### src/rtl/barrel_shifter_pipe.sv
// Two-stage ARM barrel shifter: stage A decodes and does the byte-granular
// coarse shift, stage B the fine shift plus carry-out and output register.
module barrel_shifter_pipe #(
   parameter int DATA_W = 32,
   parameter int AMT_W  = 5
) (
   input  logic              clk,
   input  logic              rst_n,
   input  logic              flush,
   input  logic              in_valid,
   output logic              in_ready,
   input  logic [DATA_W-1:0] in_data,
   input  logic [AMT_W-1:0]  in_shift_amt,
   input  logic [1:0]        in_shift_type,
   input  logic              in_imm_enc,
   input  logic              in_carry,
   output logic              out_valid,
   input  logic              out_ready,
   output logic [DATA_W-1:0] out_data,
   output logic              out_carry
);

   localparam logic [1:0] T_LSL = 2'b00;
   localparam logic [1:0] T_LSR = 2'b01;
   localparam logic [1:0] T_ASR = 2'b10;
   localparam logic [1:0] T_ROR = 2'b11;

   typedef enum logic [1:0] {
      SP_NONE,
      SP_LSR32,
      SP_ASR32,
      SP_RRX
   } special_e;

   typedef struct packed {
      logic [DATA_W-1:0] coarse;
      logic [DATA_W-1:0] orig;
      logic [AMT_W-1:0]  amt;
      logic [1:0]        stype;
      special_e          special;
      logic              amt_zero;
      logic              cin;
   } stage_a_t;

   function automatic logic [DATA_W-1:0] shift_op(
      input logic [DATA_W-1:0] d,
      input logic [1:0]        t,
      input logic [AMT_W-1:0]  k
   );
      logic [2*DATA_W-1:0] w;
      w = '0;
      unique case (t)
         T_LSL: w = {{DATA_W{1'b0}}, d << k};
         T_LSR: w = {{DATA_W{1'b0}}, d >> k};
         T_ASR: w = {{DATA_W{1'b0}}, $unsigned($signed(d) >>> k)};
         T_ROR: w = {d, d} >> k;
      endcase
      return w[DATA_W-1:0];
   endfunction

   logic     a_valid;
   logic     b_valid;
   logic     b_free;
   stage_a_t a_q;
   stage_a_t a_d;

   logic [AMT_W-1:0]  coarse_amt;
   logic              zero_imm;

   assign b_free    = !b_valid || out_ready;
   assign in_ready  = !flush && (!a_valid || b_free);
   assign out_valid = b_valid;

   assign coarse_amt = {in_shift_amt[AMT_W-1:3], 3'b000};
   assign zero_imm   = (in_shift_amt == '0) && in_imm_enc;

   always_comb begin
      a_d          = '0;
      a_d.coarse   = shift_op(in_data, in_shift_type, coarse_amt);
      a_d.orig     = in_data;
      a_d.amt      = in_shift_amt;
      a_d.stype    = in_shift_type;
      a_d.amt_zero = (in_shift_amt == '0);
      a_d.cin      = in_carry;
      a_d.special  = SP_NONE;
      unique case (1'b1)
         !zero_imm:                           a_d.special = SP_NONE;
         zero_imm && in_shift_type == T_LSL: a_d.special = SP_NONE;
         zero_imm && in_shift_type == T_LSR: a_d.special = SP_LSR32;
         zero_imm && in_shift_type == T_ASR: a_d.special = SP_ASR32;
         zero_imm && in_shift_type == T_ROR: a_d.special = SP_RRX;
      endcase
   end

   logic [AMT_W-1:0]  fine_amt;
   logic [AMT_W-1:0]  lsl_idx;
   logic [AMT_W-1:0]  rsh_idx;
   logic [DATA_W-1:0] b_data;
   logic              b_carry;

   assign fine_amt = {{(AMT_W-3){1'b0}}, a_q.amt[2:0]};
   // LSL carry is d[DATA_W-n]; mod-2**AMT_W negation gives that index
   assign lsl_idx  = AMT_W'(0) - a_q.amt;
   assign rsh_idx  = a_q.amt - AMT_W'(1);

   always_comb begin
      b_data  = '0;
      b_carry = 1'b0;
      unique case (a_q.special)
         SP_LSR32: begin
            b_data  = '0;
            b_carry = a_q.orig[DATA_W-1];
         end
         SP_ASR32: begin
            b_data  = {DATA_W{a_q.orig[DATA_W-1]}};
            b_carry = a_q.orig[DATA_W-1];
         end
         SP_RRX: begin
            b_data  = {a_q.cin, a_q.orig[DATA_W-1:1]};
            b_carry = a_q.orig[0];
         end
         SP_NONE: begin
            b_data = shift_op(a_q.coarse, a_q.stype, fine_amt);
            unique case (1'b1)
               a_q.amt_zero:
                  b_carry = a_q.cin;
               !a_q.amt_zero && a_q.stype == T_LSL:
                  b_carry = a_q.orig[lsl_idx];
               !a_q.amt_zero && a_q.stype != T_LSL:
                  b_carry = a_q.orig[rsh_idx];
            endcase
         end
      endcase
   end

   always_ff @(posedge clk or negedge rst_n) begin
      if (!rst_n) begin
         a_valid   <= 1'b0;
         b_valid   <= 1'b0;
         a_q       <= '0;
         out_data  <= '0;
         out_carry <= 1'b0;
      end else if (flush) begin
         a_valid <= 1'b0;
         b_valid <= 1'b0;
      end else begin
         if (b_free) begin
            b_valid <= a_valid;
            if (a_valid) begin
               out_data  <= b_data;
               out_carry <= b_carry;
            end
         end
         if (in_ready) begin
            a_valid <= in_valid;
            if (in_valid) a_q <= a_d;
         end
      end
   end

endmodule

### config.mk
export PLATFORM = sky130hd
export DESIGN_NAME = barrel_shifter_pipe
export DESIGN_NICKNAME = d
export VERILOG_FILES = /design/src/rtl/barrel_shifter_pipe.sv
export SDC_FILE = /design/constraint.sdc
export NUM_CORES = 1
export LEC_CHECK = 0
export CORE_MARGIN = 2
export CORE_UTILIZATION = 60
export DETAILED_ROUTE_END_ITERATION = 8
export GPL_ROUTABILITY_DRIVEN = 0
export GPL_TIMING_DRIVEN = 0
export MAX_ROUTING_LAYER = met4
export PLACE_DENSITY_LB_ADDON = 0.12
export SLEW_MARGIN = 20
export SYNTH_ARGS = -nofsm -noshare
export SYNTH_HDL_FRONTEND = slang
export SYNTH_SLANG_ARGS = --single-unit
### constraint.sdc
create_clock -name clk -period 4 [get_ports clk]
set_clock_uncertainty 0.2 [all_clocks]
set_input_delay 0.8 -clock clk [delete_from_list [all_inputs] [get_ports clk]]
set_output_delay 0.8 -clock clk [all_outputs]
set_load 0.02 [all_outputs]
==> flow_metrics.py <==
metrics = {
    "detailed_routing": {
        "detail_route.wl_per_cell_um": 26.3,
        "vias_per_cell": 7.34,
        "drt-total-wl_um": 34900,
        "drt_iter0_drc": 1543,
        "first_pass_iters": 8,
        "highest_layer": "met4",
        "via_count": 9743,
        "final_antenna_net_count": 0,
        "dr_wl_met3_um": 4720,
        "drt-met1-wl_um": 12400,
        "routed-wl-met2_um": 15000,
        "drc_errors": 0,
    },
    "timing": {
        "tightestPinTransition_ns": 0.805,
        "rsz0062_at_grt": "false",
        "holdWs_ns": 0.105,
        "fin_crit_sh_pct": 86.2,
        "fmax_ghz": 0.290,
        "hold_viol_final": 0,
        "maxSlewHeadroom_pct": 46.2,
        "setup_viol": 0,
        "drv_slew": 0,
        "layout_min_cycle_time_ns": 3.45,
    },
    "floorplanning": {
        "dieWidth_um": 129,
        "dieArea_um2": 16700,
        "core_um2": 15300,
        "io_pins": 81,
        "initial_core_util_pct": 61.8,
        "rows": 45,
        "die_y_um": 129,
    },
    "setup_path": {
        "crit_family": "buffers and inverters",
        "reg2regPathDepth": 12,
        "max_stage_delay_ns": 0.55,
        "crit_path_end_kind": "flip-flop",
        "crit_path_start": "in_shift_amt[4]",
        "worstPathRequired_ns": 4.02,
        "critPathKind": "in -> reg",
        "r2r-start": "a_q[6]$_DFFE_PN0P_",
        "worstPathArrival_ns": 3.47,
        "critPathLaunchType": "input port",
        "cp_num_cells": 7,
        "crit_chain": "clkdlybuf4s50_1 -> clkbuf_1 -> clkbuf_1 -> buf_1 -> o22ai_1 -> a221oi_1 -> o21ai_0",
        "crit_end": "a_q[68]$_DFFE_PN0P_",
        "timing.rr.end": "out_carry$_DFFE_PN0P_",
        "crit_fanout": 10,
        "crit_top_cell": "clkbuf_1",
        "worst-r2r-setup-slack_ns": 0.79,
        "worst-path-buf-inv": 4,
        "slowest_stage": "a221oi_1",
    },
    "clocking": {
        "cts_resized": 0,
        "postCtsSetupBuffers": 0,
        "postCtsHoldBufs": 0,
        "h-tree-depth": 3,
        "cts_num_sinks": 110,
        "clockBufferDepth": 2,
        "path_clk_slew_ns": 0.08,
        "cts_made_buffers": 9,
        "cts_tree": "done",
        "clockRootBuffer": "clkbuf_16",
        "clock_latency_ns": 0.37,
    },
    "final_layout": {
        "nets": 1163,
        "final_area_um2": 10800,
        "layout_commonest_cell": "nand2_1",
        "synthToLayoutAreaGrowth_pct": 14.8,
        "final_cell_mix": "119 x nand2_1, 110 x dfrtp_1, 84 x a21oi_1, 82 x mux2i_1, 77 x clkdlybuf4s50_1",
        "drive_above_1_share_pct": 14.9,
        "diodes": 0,
    },
    "logic_synthesis": {
        "ys_types": 66,
        "synthFlopType": "dfrtp_1",
        "syn_avg_cell_area_um2": 9.23,
        "ys_seq_elements": 110,
        "yosysSeqAreaShare_pct": 29.2,
        "synth-async-reset-ratio_pct": 100,
        "ys_warn_count": 0,
        "synth_enable_flop_cells": 0,
        "syn_area_um2": 9420,
        "synthCells": 1021,
        "syn_nets": 1073,
    },
    "worst_hold_path": {
        "hold_class": "in -> async",
    },
    "power_and_ir_drop": {
        "power_density_nw_per_um2": 466,
        "peakVddDrop_v": 0.000249,
        "power_leakage_nw": 4.35,
    },
    "run_status": {
        "outcome": "finished, final reports clean",
    },
    "place": {
        "io_buffer_count": 78,
        "placed_area_um2": 10500,
        "hpwl_um": 26200,
    },
    "run": {
        "maxCapViolCount": 0,
    },
    "grt": {
        "overflow": 0,
        "grt_pass1_wl_um": 53400,
        "first_global_vias": 8959,
        "grt_max_degree": 84,
        "antenna_found_initial": 0,
        "grtUsageTotal_pct": 44.1,
    },
}
## synthesized netlist by cell type, types with 3 or more instances
| master | instances | area share [%] |
|---|---|---|
| o211ai_1 | 4 | 0.32 |
| o22a_1 | 8 | 0.74 |
| mux4_2 | 56 | 13 |
| and3_1 | 8 | 0.53 |
| nor3_1 | 11 | 0.58 |
| a221oi_1 | 31 | 2.9 |
| o22ai_1 | 17 | 1.1 |
| nor2_1 | 50 | 2.0 |
| a21o_1 | 6 | 0.48 |
| o21ai_0 | 73 | 3.9 |
| a21oi_1 | 84 | 4.5 |
| nand2_1 | 119 | 4.7 |
| buf_6 | 7 | 0.84 |
| o21ai_1 | 36 | 1.9 |
| ha_1 | 6 | 0.80 |
| o31ai_1 | 6 | 0.48 |
| buf_2 | 19 | 1.0 |
| buf_4 | 7 | 0.56 |
| mux2i_1 | 82 | 8.7 |
| nor3b_1 | 3 | 0.24 |
| a221oi_2 | 6 | 0.96 |
| o221ai_1 | 9 | 0.84 |
| and2_1 | 9 | 0.60 |
| a211oi_1 | 9 | 0.72 |
| a31o_1 | 4 | 0.37 |
| dfrtp_1 | 110 | 29 |
| mux2_1 | 7 | 0.84 |
| inv_1 | 11 | 0.44 |
| xor2_1 | 3 | 0.28 |
| nor2b_1 | 24 | 1.6 |
| nand3b_1 | 3 | 0.24 |
| clkbuf_1 | 57 | 2.3 |
| mux2_2 | 46 | 5.5 |
| a31oi_1 | 10 | 0.66 |
| a22o_1 | 3 | 0.28 |
| or2_1 | 4 | 0.27 |
| nand3_1 | 16 | 0.85 |
| buf_1 | 9 | 0.36 |
| nand2b_1 | 14 | 0.93 |
## cell families after synthesis
kind of cell | share of synthesized area (%)
flops | 29.2
buf+inv | 5.83
fa+ha+maj | 0.797
xor+xnor | 0.637
mux | 28.4
simple gates | 13.3
compound gates | 21.8
## worst register-to-register path: stages, from the launching register on
cell	delay [ns]
dfrtp_1	0.38
buf_6	0.16
buf_12	0.16
inv_4	0.12
buf_2	0.33
ha_1	0.19
buf_2	0.23
buf_2	0.32
mux4_2	0.54
mux2i_1	0.17
a21oi_1	0.09
nand3_1	0.13
a31oi_1	0.08
## metal layers
layer,vias to the layer above,track usage (%)
li1,4053,-
met1,4499,56.0
met2,933,64.3
met3,258,11.0
met4,0,25.7
met5,-,-
## final cells by class
type                    instances  area, µm²
flip-flops and latches        110       2750
repair buffers                 79        810
plain buffers                 100        494
inverters                      14       55.1
clock inverters                 7        100
clock buffers                   9        225
fillers                      1196       4440
multi-input cells             797       6120
well taps                     211        264
## how the worst min path moves through the flow
stage | start | end | slack (ns)
floorplan | a_q[1]$_DFFE_PN0P_ | a_q[1]$_DFFE_PN0P_ | 0.25
global placement | out_data[4]$_DFFE_PN0P_ | out_data[4]$_DFFE_PN0P_ | 0.26
detailed placement | out_data[12]$_DFFE_PN0P_ | out_data[12]$_DFFE_PN0P_ | 0.27
CTS | rst_n | out_data[12]$_DFFE_PN0P_ | 0.11
global route | rst_n | out_data[12]$_DFFE_PN0P_ | 0.12
finish | rst_n | out_data[12]$_DFFE_PN0P_ | 0.11
## power breakdown
group	switching (W)	total (W)	internal, W
Sequential	0.000301	0.00163	0.00133
Clock	0.000459	0.000966	0.000507
Combinational	0.00132	0.00245	0.00112
Total	0.00208	0.00505	0.00296
## per-stage QoR
stage | setup TNS, ns | setup WS, ns | instances | power (W) | utilization [%]
final | 0 | 0.553 | 1327 | 0.00505 | 70.9
after global placement | -245.71 | -2.25 | 1310 | 0.00393 | 68.6
after global routing | 0 | 0.443 | 1327 | 0.00524 | 70.9
after detailed placement | 0 | 0.366 | 1311 | 0.00398 | 68.8
after floorplan | 0 | 1.15 | 1021 | 0.00311 | -
after CTS | 0 | 0.699 | 1327 | 0.00493 | 70.9
## registers in the layout, indices dropped and copies added, names as in the netlist
register,flops
a_q,75
a_valid,1
out_carry,1
out_data,32
out_valid,1
Power figures use the tool's default switching activity.
